$ cat src/rtl/core_fetch.sv
// core_fetch: instruction fetch front end with a small prefetch queue.
//
// Issues one halfword request at a time to instruction memory, buffers the
// responses in a FIFO and presents the oldest one to decode. Flush redirects
// the fetch PC and throws away everything in flight.
//
// Build option CORE_FETCH_PREFETCH_EN: when defined, the queue holds DEPTH
// entries. When undefined, the queue is a single entry and a new request is
// only issued once that entry has left the queue.
//
// Handshakes:
//   memory request : fetch_start/fetch_addr are held until fetch_ready=1
//                    (accept on fetch_start & fetch_ready). A flush withdraws
//                    an unaccepted request. fetch_valid returns the response
//                    to the single accepted, unanswered request.
//   decode         : insn/insn_pc are valid whenever the queue is non-empty;
//                    the head is consumed on any cycle with stall=0.
//
// An empty queue presents `NOP at pc 0.

`ifndef NOP
`define NOP 16'h0001
`endif

module core_fetch #(
  parameter int DEPTH    = 4,
  parameter int RESET_PC = 0,
  parameter int ADDR_W   = 32,
  parameter int DATA_W   = 16
) (
  input  logic              clk,
  input  logic              rst,
  input  logic              stall,
  input  logic              flush,
  input  logic [ADDR_W-1:0] target,
  output logic              fetch_start,
  output logic [ADDR_W-1:0] fetch_addr,
  input  logic              fetch_ready,
  input  logic              fetch_valid,
  input  logic [DATA_W-1:0] fetch_data,
  output logic [DATA_W-1:0] insn,
  output logic [ADDR_W-1:0] insn_pc,
  output logic              dbg_state
);

`ifdef CORE_FETCH_PREFETCH_EN
  localparam int CAP = DEPTH;
`else
  localparam int CAP = 1;
`endif

  localparam int PTR_W = (CAP > 1) ? $clog2(CAP) : 1;
  localparam int CNT_W = $clog2(CAP + 1);

  localparam logic [PTR_W-1:0] PTR_LAST  = PTR_W'(CAP - 1);
  localparam logic [CNT_W-1:0] CNT_CAP   = CNT_W'(CAP);
  localparam logic [CNT_W-1:0] CNT_CAP_1 = CNT_W'(CAP - 1);

  // Request tracker: IDLE = nothing outstanding, WAIT_RSP = one accepted
  // request whose response has not come back yet.
  localparam logic ST_IDLE     = 1'b0;
  localparam logic ST_WAIT_RSP = 1'b1;

  logic              state;
  logic              discard;   // outstanding response belongs to a flushed stream
  logic              post_rst;  // first cycle after reset: no new request
  logic [ADDR_W-1:0] pc_q;
  logic [ADDR_W-1:0] req_addr;

  logic [DATA_W-1:0] q_data [CAP];
  logic [ADDR_W-1:0] q_pc   [CAP];
  logic [PTR_W-1:0]  rd_ptr;
  logic [PTR_W-1:0]  wr_ptr;
  logic [CNT_W-1:0]  count;

  logic rsp_in;
  logic push;
  logic pop;
  logic accept;
  logic empty;
  logic has_room;

  // Handshake decode. A returning response frees the tracker this cycle, so
  // a new request may go out alongside it if the queue will still have room.
  always_comb begin
    rsp_in   = (state == ST_WAIT_RSP) && fetch_valid;
    empty    = (count == '0);
    push     = rsp_in && !discard && !flush;
    pop      = !empty && !stall && !flush;
    has_room = push ? (count < CNT_CAP_1) : (count < CNT_CAP);
    fetch_start = !rst && !post_rst && !flush && has_room &&
                  ((state == ST_IDLE) || rsp_in);
    accept   = fetch_start && fetch_ready;
  end

  // Outputs to memory and decode.
  always_comb begin
    fetch_addr = pc_q;
    dbg_state  = state;
    if (rst || empty) begin
      insn    = `NOP;
      insn_pc = '0;
    end else begin
      insn    = q_data[rd_ptr];
      insn_pc = q_pc[rd_ptr];
    end
  end

  // Request tracker, fetch PC and discard marking.
  always_ff @(posedge clk) begin
    if (rst) begin
      state    <= ST_IDLE;
      discard  <= 1'b0;
      post_rst <= 1'b1;
      pc_q     <= ADDR_W'(RESET_PC);
      req_addr <= ADDR_W'(RESET_PC);
    end else begin
      post_rst <= 1'b0;
      if (rsp_in) begin
        state   <= ST_IDLE;
        discard <= 1'b0;
      end else if (flush && (state == ST_WAIT_RSP)) begin
        discard <= 1'b1;
      end
      if (accept) begin
        state    <= ST_WAIT_RSP;
        req_addr <= pc_q;
      end
      if (flush) begin
        pc_q <= target;
      end else if (accept) begin
        pc_q <= pc_q + 1'b1;
      end
    end
  end

  // Queue pointers and occupancy; flush empties the queue in one edge.
  always_ff @(posedge clk) begin
    if (rst || flush) begin
      rd_ptr <= '0;
      wr_ptr <= '0;
      count  <= '0;
    end else begin
      if (push) begin
        wr_ptr <= (wr_ptr == PTR_LAST) ? '0 : wr_ptr + 1'b1;
      end
      if (pop) begin
        rd_ptr <= (rd_ptr == PTR_LAST) ? '0 : rd_ptr + 1'b1;
      end
      case ({push, pop})
        2'b10:   count <= count + 1'b1;
        2'b01:   count <= count - 1'b1;
        default: count <= count;
      endcase
    end
  end

  // Queue storage: response data tagged with the address it was fetched from.
  always_ff @(posedge clk) begin
    if (push) begin
      q_data[wr_ptr] <= fetch_data;
      q_pc[wr_ptr]   <= req_addr;
    end
  end

endmodule

$ cat config.mk
export PLATFORM = sky130hd
export DESIGN_NAME = core_fetch
export DESIGN_NICKNAME = d
export VERILOG_FILES = /design/src/rtl/core_fetch.sv
export SDC_FILE = /design/constraint.sdc
export NUM_CORES = 1
export LEC_CHECK = 0
export CORE_AREA = 5 5 114 116
export DETAILED_ROUTE_END_ITERATION = 10
export DIE_AREA = 0 0 119 121
export GPL_TIMING_DRIVEN = 1
export PLACE_DENSITY_LB_ADDON = 0.2
export SKIP_LAST_GASP = 1
export SLEW_MARGIN = 25
export SYNTH_ARGS = -nofsm -noshare
export SYNTH_HDL_FRONTEND = slang
export SYNTH_SLANG_ARGS = --single-unit
$ cat constraint.sdc
create_clock -name clk -period 2.3 [get_ports clk]
set_input_delay 0.46 -clock clk [delete_from_list [all_inputs] [get_ports clk]]
set_output_delay 0.46 -clock clk [all_outputs]
set_load 0.01 [all_outputs]
### Yosys cells after proc, flatten, opt, wreduce, memory -nomap -nowiden

Memory sizes are Yosys's and may differ from the RTL's.
Index checks and enable logic that the tools add are counted.

| word-level totals | value |
|---|---|
| bits in registers | 68 |
| RAM bits | 48 |
| input port bits | 54 |
| output and inout port bits | 82 |
| word-level logic and storage cells | 51 |
| memories kept | 2 |

| cells by class | value |
|---|---|
| add/sub/neg operators | 3 |
| order comparisons | 2 |
| eq/ne operators | 2 |
| mux-type cells | 11 |
| bitwise logic cells | 2 |
| reduce and logical (&&, ||, !) cells | 23 |

Memory list:

| name | words | bits a word | read ports | clocked after Yosys merged registers in | wr ports | RTL line | source |
|---|---|---|---|---|---|---|---|
| q_pc | 1 | 32 | 1 | 0 | 1 | 71 | `logic [ADDR_W-1:0] q_pc [CAP];` |
| q_data | 1 | 16 | 1 | 0 | 1 | 70 | `logic [DATA_W-1:0] q_data [CAP];` |

Operators by type and width:

| operator | number |
|---|---|
| two-way mux 32 bit | 3 |
| adder 32 x 1 -> 32 bit, second input constant | 1 |
| two-way mux 16 bit | 1 |
| logical AND 1 bit | 11 |
| two-way mux 1 bit | 6 |
| nonzero test 2 bit | 3 |
| logical NOT 1 bit | 5 |
| logical OR 1 bit | 3 |
| == test 2 x 1 -> 1 bit, second input constant | 1 |
| == test 2 bit, second input constant | 1 |
| less-than comparator 1 bit, second input constant | 2 |
| NOT 1 bit | 2 |
| one-hot mux 1 bit (2 select lines) | 1 |
| OR reduction 2 bit | 1 |
| adder 1 bit, second input constant | 1 |
| subtractor 1 bit, second input constant | 1 |

### Depth between registers and ports, before layout

Gate-level depths: netlist of run 1.

| logic depth | value |
|---|---|
| depth after elaboration | 9 |
| gate-level depth with buffers | 8 |
| depth with buffers taken out | 6 |

### Least setup slack after synthesis of run 1

OpenSTA, ideal clock, no wires.

| path | value |
|---|---|
| path type | in2reg |
| start | in flush |
| end | mem q_data[0][0] (enable) |
| library setup time | 402 ps |
| arrival time | 1,935 ps |
| required time | 1,898 ps |
| path slack | -37 ps |
| stages on the path | 3 |
| path buffers | 1 |
| cell sequence | buf_2 > or3_1 > inv_1 |

| on the way | value |
|---|---|
| longest elaborated chain between the ends | 4 |

RTL lines:

| item | RTL line | source |
|---|---|---|
| start, declared | 34 | `input logic flush,` |
| logical NOT 1 bit | 88 | `push = rsp_in && !discard && !flush;` |
| logical AND 1 bit | 88 |  |
| net push | 77 | `logic push;` |
| two-way mux 1 bit | 160 | `if (push) begin` |
| two-way mux 1 bit (not written as such) | 161 | `q_data[wr_ptr] <= fetch_data;` |
| end, declared | 70 |  |

The timed path passes the listed nets, and every way through them passes these cells.

### Worst setup path after layout of run 1

| path | value |
|---|---|
| start | reg count |
| end | out insn_pc[11] |

| on the way | value |
|---|---|
| longest elaborated chain between the ends | 3 |

RTL lines:

| item | RTL line | source |
|---|---|---|
| start, declared | 74 | `logic [CNT_W-1:0] count;` |
| start signal, assigned | 151 | `2'b10: count <= count + 1'b1;` |
| start signal, assigned | 152 | `2'b01: count <= count - 1'b1;` |
| start signal, assigned | 153 | `default: count <= count;` |
| NOT 1 bit | 87 | `empty = (count == '0);` |
| logical OR 1 bit | 100 | `if (rst \|\| empty) begin` |
| two-way mux 32 bit | 100 |  |
| end, declared | 42 | `output logic [ADDR_W-1:0] insn_pc,` |

Every way passes these cells.

==> flow_summary.toml, run 1 <==
[timing]
fin_skew_ns = 0.00698
finalCritPeriodShare = 1.03
fmax_mhz = 422
rsz0062_at_grt = "yes"
setup_slack_ns = -0.0674
hold_violations = 0
max_slew.worst_pin.slew_ns = 0.693
setup_viol = 2
maxSlewViolCount = 0
relSlewSlack = 0.538
fin_crit_ns = 2.37

[pwr]
power_frac_comb = 0.072
switching_share = 0.223
pwr-share-clk = 0.494
peakVddDrop_mv = 0.573
p_int_mw = 4.01
leakagePower_nw = 3.43
power_per_cell_area_mw_per_mm2 = 691
power_frac_seq = 0.434
switching_power_mw = 1.15
power_mw = 5.16

[routing]
drt_iter0_markers = 304
ant_nets = 0
num_vias = 4322
drc = 0
wl_per_cell_um = 17.2
totalWireLength_um = 14100
vias_per_cell = 5.28
first_pass_iters = 7

[floorplan]
ios = 136
rows = 40
dieArea_mm2 = 0.0144
die_height_um = 121
initial_core_util = 0.418
fp.dieW_um = 119
core_area_mm2 = 0.0118

[final_layout]
fillers = 976
fin_cells = 819
synthToLayoutAreaGrowth_pct = 51.2
layout_commonest_cell = "nand2_1"
finalNetCount = 715
final_cell_mix = "100 x nand2_1, 87 x clkdlybuf4s50_1, 67 x dfxtp_1, 49 x and2_1, 48 x edfxtp_1"
fin_area_mm2 = 0.00747
drive_gt1_frac = 0.132
antenna_cells = 0
regArea_mm2 = 0.00281
multi_input_area_mm2 = 0.00202

[critical_path]
arrival_ns = 1.91
reg2regPathDepth = 6
cp_max_fo = 6
r2r_start = "fetch_addr[1]"
worstPathCellList = "nor2b_4, buf_12, buf_12, and2_1, clkdlybuf4s50_1"
critPathTopFamily = "buffers and inverters"
worstSetupStartpoint = "count"
cp.depth = 5
r2r_setup_slack_ns = 0.22
crit_buf_inv = 3
cp-start-kind = "flop"
critical_path_class = "reg2out"
r2r-end = "fetch_addr[8]"
crit_path_frequent_cell = "buf_12"
slowest_delay_ns = 0.54
crit_slowest_cell = "clkdlybuf4s50_1"
crit_path_end_kind = "output pin"
cp.required_ns = 1.84
endpoint = "insn_pc[11]"

[hold_path]
min_path_type = "reg2reg"

[global_route]
antenna_found_initial = 0
grt_pass1_vias = 4389
grt_pass1_wl_um = 21900
grt_usage = 0.191
grt_max_degree = 37
overflow = 0

[yosys]
yosys_warnings = 0
synthFlopType = "dfxtp_1"
ys_types = 62
synth_top_area_cell = "edfxtp_1"
ys_seq_elements = 116
ys_seq_area_frac = 0.567
async_reset_ff_frac = 0
post_synth_main_area_contributors = "edfxtp_1 29%, dfxtp_1 28%, nand2_1 7.6%"
avgSynthCellArea_um2 = 10.0
netlist.area_leader.share = 0.292
syn_area_mm2 = 0.00494
synth_cells = 494
synth_edf_count = 48
syn_nets = 550

[status]
status = "finished, violations left"
violations = "setup timing"

[placement]
hpwl_um = 9680
port_buffers = 135
post-place-ws_ns = -0.286
placed_cell_area_mm2 = 0.00667
placed_cells = 782
place_congestion = 0.856

[clock_tree]
cts-root-buf = "clkbuf_16"
path_clk_slew_ns = 0.05
htreeDepth = 4
cts_tree = "yes"
cts-buffers-inserted = 17
clk_latency_ns = 0.41
clockBufferDepth = 2
clock-sinks = 116

[run]
drv_cap = 0
[power groups by stage]
| stage | sequential [mW] | clock, mW | combinational, mW |
|---|---|---|---|
| detailed placement | 2.28 | 0 | 0.370 |
| CTS | 2.24 | 2.58 | 0.374 |
| global placement | 2.28 | 0 | 0.365 |
| global route | 2.25 | 2.68 | 0.400 |
| floorplan | 2.29 | 0 | 0.118 |
| finish | 2.24 | 2.55 | 0.372 |
[synthesized netlist by cell type (all sizes together) (2+ instances only)]
cell type  count
a21o           5
a21oi         43
a221oi         2
a222oi         2
a22oi          2
a31oi          5
and2          49
and3           4
buf           12
clkbuf        15
dfxtp         68
edfxtp        48
ha             2
inv            2
mux2           3
mux2i          3
nand2        101
nand2b         3
nand3         20
nand3b         2
nand4         17
nor2          19
nor3           6
nor3b          2
nor4           4
nor4b          2
o211ai         5
o21ai         13
o311ai         4
or3            4
or4            2
xnor2          2
xor2           9
[worst min-delay path by stage]
stage	from	endpoint	slack [ns]	cells after the start
after floorplan	req_addr[0]	q_pc[0][0]	0.41	0
after global placement	req_addr[9]	q_pc[0][9]	0.41	0
after detailed placement	req_addr[16]	q_pc[0][16]	0.41	0
after CTS	req_addr[16]	q_pc[0][16]	0.43	0
after global routing	req_addr[23]	q_pc[0][23]	0.43	0
final	req_addr[8]	q_pc[0][8]	0.43	0
[state kept, by name (all words and copies together) (netlist names)]
signal      count
req_addr       32
post_rst        1
q_pc           32
dbg_state       1
count           1
discard         1
q_data         16
fetch_addr     32
[area by class of cell]
type,instances,share of cell area
flip-flops and latches,116,0.376
multi-input cells,348,0.271
repair buffers,173,0.249
clock buffers,20,0.0598
well taps,147,0.0246
clock inverters,12,0.0176
inverters,3,0.00201
[repair_timing]
item / CTS / global route
hold buffers: 0 / 0
gates cloned: 1 / 2
buffers inserted: 0 / 2
setup endpoints to repair: 49 / 48
gates resized for setup: 5 / 46
endpoints found under the hold margin: 0 / 0
[stage by stage]
step / hold slack [ns] / util / setup TNS [ns]
4_1_cts: 0.427 / 0.616 / -2.30
6_report: 0.427 / 0.633 / -0.0979
5_1_grt: 0.434 / 0.633 / -0.212
2_1_floorplan: 0.408 / - / 0
3_3_place_gp: 0.414 / 0.564 / -0.332
3_5_place_dp: 0.415 / 0.564 / -0.684
[routing by layer]
| layer | routed length, µm | part of all wire | up-vias | global-route usage |
|---|---|---|---|---|
| li1 | - | - | 2093 | - |
| met5 | 0 | 0 | - | 0 |
| met3 | 859 | 0.061 | 17 | 0.0513 |
| met2 | 6940 | 0.49 | 169 | 0.325 |
| met4 | 234 | 0.017 | 0 | 0.0615 |
| met1 | 6040 | 0.43 | 2043 | 0.236 |
[cells by family (layout without fill, tap and decap cells)]
group | after synthesis | count (layout) | synth area share
compound gates | 89 | 89 | 0.111
xor+xnor | 11 | 11 | 0.0195
fa+ha+maj | 2 | 2 | 0.00506
buf+inv | 30 | 208 | 0.0261
flops | 116 | 116 | 0.567
mux | 6 | 6 | 0.0137
simple gates | 240 | 240 | 0.257
(Power assumes the default switching activity.)
==> inputs of run 2 (changes only) <==
--- a/config.mk
+++ b/config.mk
@@ -5,9 +5,9 @@
 export SDC_FILE = /design/constraint.sdc
 export NUM_CORES = 1
 export LEC_CHECK = 0
-export CORE_AREA = 5 5 114 116
+export CORE_AREA = 5 5 104 106
 export DETAILED_ROUTE_END_ITERATION = 10
-export DIE_AREA = 0 0 119 121
+export DIE_AREA = 0 0 109 111
 export GPL_TIMING_DRIVEN = 1
 export PLACE_DENSITY_LB_ADDON = 0.2
 export SKIP_LAST_GASP = 1
==> constraint.sdc (replaced) <==
create_clock -name clk -period 3.1 [get_ports clk]
set_input_delay 0.62 -clock clk [delete_from_list [all_inputs] [get_ports clk]]
set_output_delay 0.62 -clock clk [all_outputs]
set_load 0.01 [all_outputs]
==> run 2 against run 1 <==
The flow now finishes without violations. Clock power down 16%. Worst setup slack better by 0.25 ns. Clock skew up 0.0046 ns. Core utilization up 10 points. Global-route usage up 3.4 points. Final cell count down 4.5%. Power down 21%. Combinational power down 33%. Non-clock buffer count down 23. Largest cell class unchanged.
==> flow_summary.toml, run 2 (synthesis results as in run 1) <==
[pwr]
power_frac_comb = 0.062
power_frac_seq = 0.410
switching_power_mw = 0.891
power_mw = 4.07
leakagePower_nw = 2.46
pwr-share-clk = 0.528
power_per_cell_area_mw_per_mm2 = 572
peakVddDrop_mv = 0.412
switching_share = 0.219
p_int_mw = 3.18

[clock_tree]
cts_hold_buf = 0
clk_latency_ns = 0.51
postCtsSetupRepairBufs = 0
cts_tree = "yes"
clock-sinks = 116
htreeDepth = 4
path_clk_slew_ns = 0.06
cts-root-buf = "clkbuf_8"
cts-buffers-inserted = 17
cts_resized = 0
clockBufferDepth = 2

[global_route]
grt_pass1_wl_um = 21600
grt_max_degree = 59
grt_pass1_vias = 4275
grt_usage = 0.225
antenna_found_initial = 0
overflow = 0

[critical_path]
cp.required_ns = 2.48
cp_max_fo = 7
crit_path_end_kind = "output pin"
worstPathCellList = "clkdlybuf4s50_1, a21bo_2, nor4b_1, clkdlybuf4s50_1"
crit_slowest_cell = "clkdlybuf4s50_1"
cp-start-kind = "input pin"
slowest_delay_ns = 0.62
crit_path_frequent_cell = "clkdlybuf4s50_1"
arrival_ns = 2.30
critical_path_class = "in2out"
crit_buf_inv = 2
critPathTopFamily = "buffers and inverters"

[timing]
fmax_mhz = 343
relSlewSlack = 0.365
rsz0062_at_grt = "no"
setup_viol = 0
max_slew.worst_pin.slew_ns = 0.953
setup_tns_ns = 0
finalCritPeriodShare = 0.941
maxSlewViolCount = 0
hold_violations = 0
fin_crit_ns = 2.92
fin_skew_ns = 0.0116

[routing]
drt_iter0_markers = 260
ant_nets = 0
vias_per_cell = 5.53
totalWireLength_um = 13200
wl_per_cell_um = 16.9
first_pass_iters = 6
num_vias = 4326
drc = 0

[floorplan]
rows = 36
fp.dieW_um = 109
die_height_um = 111
initial_core_util = 0.510
ios = 136
core_area_mm2 = 0.00968
dieArea_mm2 = 0.0121

[hold_path]
min_path_type = "reg2reg"

[final_layout]
drive_gt1_frac = 0.103
layout_commonest_cell = "clkdlybuf4s50_1"
finalNetCount = 692
antenna_cells = 0
final_cell_mix = "134 x clkdlybuf4s50_1, 100 x nand2_1, 68 x dfxtp_1, 49 x and2_1, 48 x edfxtp_1"
synthToLayoutAreaGrowth_pct = 43.9

[placement]
port_buffers = 135
hpwl_um = 9080
place_congestion = 0.809

[status]
status = "finished, final reports clean"

[run]
drv_cap = 0
-- run 2: cell count changes in the layout (fill, tap and decap cells not counted), moves of 2 or more --
cell	change
clkbuf_1	-2
bufinv_16	+3
buf_12	-5
clkbuf_16	-3
clkinvlp_4	-3
clkinv_4	+2
clkdlybuf4s50_1	+47
clkinv_2	-2
buf_4	-15
dlymetal6s2s_1	-46
-- run 2: cell type report --
type | instances | area, µm²
Clock buffer | 18 | 428
Clock inverter | 14 | 225
Fill cell | 680 | 2570
Inverter | 3 | 11.3
Multi-Input combinational cell | 348 | 2020
Sequential cell | 116 | 2800
Tap cell | 133 | 166
Timing Repair Buffer | 150 | 1460
-- run 2: path summary, 6_finish.rpt --
check,startpoint,endpoint,slack (ns),cells after the start
max reg2reg,fetch_addr[0],fetch_addr[8],0.97,6
max,fetch_valid,fetch_start,0.18,4
min reg2reg,req_addr[25],q_pc[0][25],0.43,0
min,req_addr[25],q_pc[0][25],0.43,0
-- run 2: metal layers --
metal  vias up  track usage  share of wire
li1       2052            -              -
met1      2059        0.292           0.42
met2       195        0.363           0.50
met3        20       0.0542          0.068
met4         0       0.0808          0.013
met5         -            0              0
-- run 2: power groups by stage --
stage	registers (mW)	clock network (mW)	logic, mW
after CTS	1.67	2.17	0.252
final	1.67	2.15	0.251
after global routing	1.67	2.24	0.270
after global placement	1.70	0	0.245
after floorplan	1.70	0	0.0874
after detailed placement	1.70	0	0.249
-- run 2: through the flow --
step	setup WS, ns	std cells	util	hold slack (ns)	instance area (µm²)
floorplan	0.603	494	-	0.408	4940
global placement	0.186	750	0.667	0.412	6460
detailed placement	0.209	750	0.667	0.417	6460
CTS	0.196	782	0.734	0.431	7110
global route	0.0983	782	0.734	0.435	7110
finish	0.182	782	0.734	0.430	7110
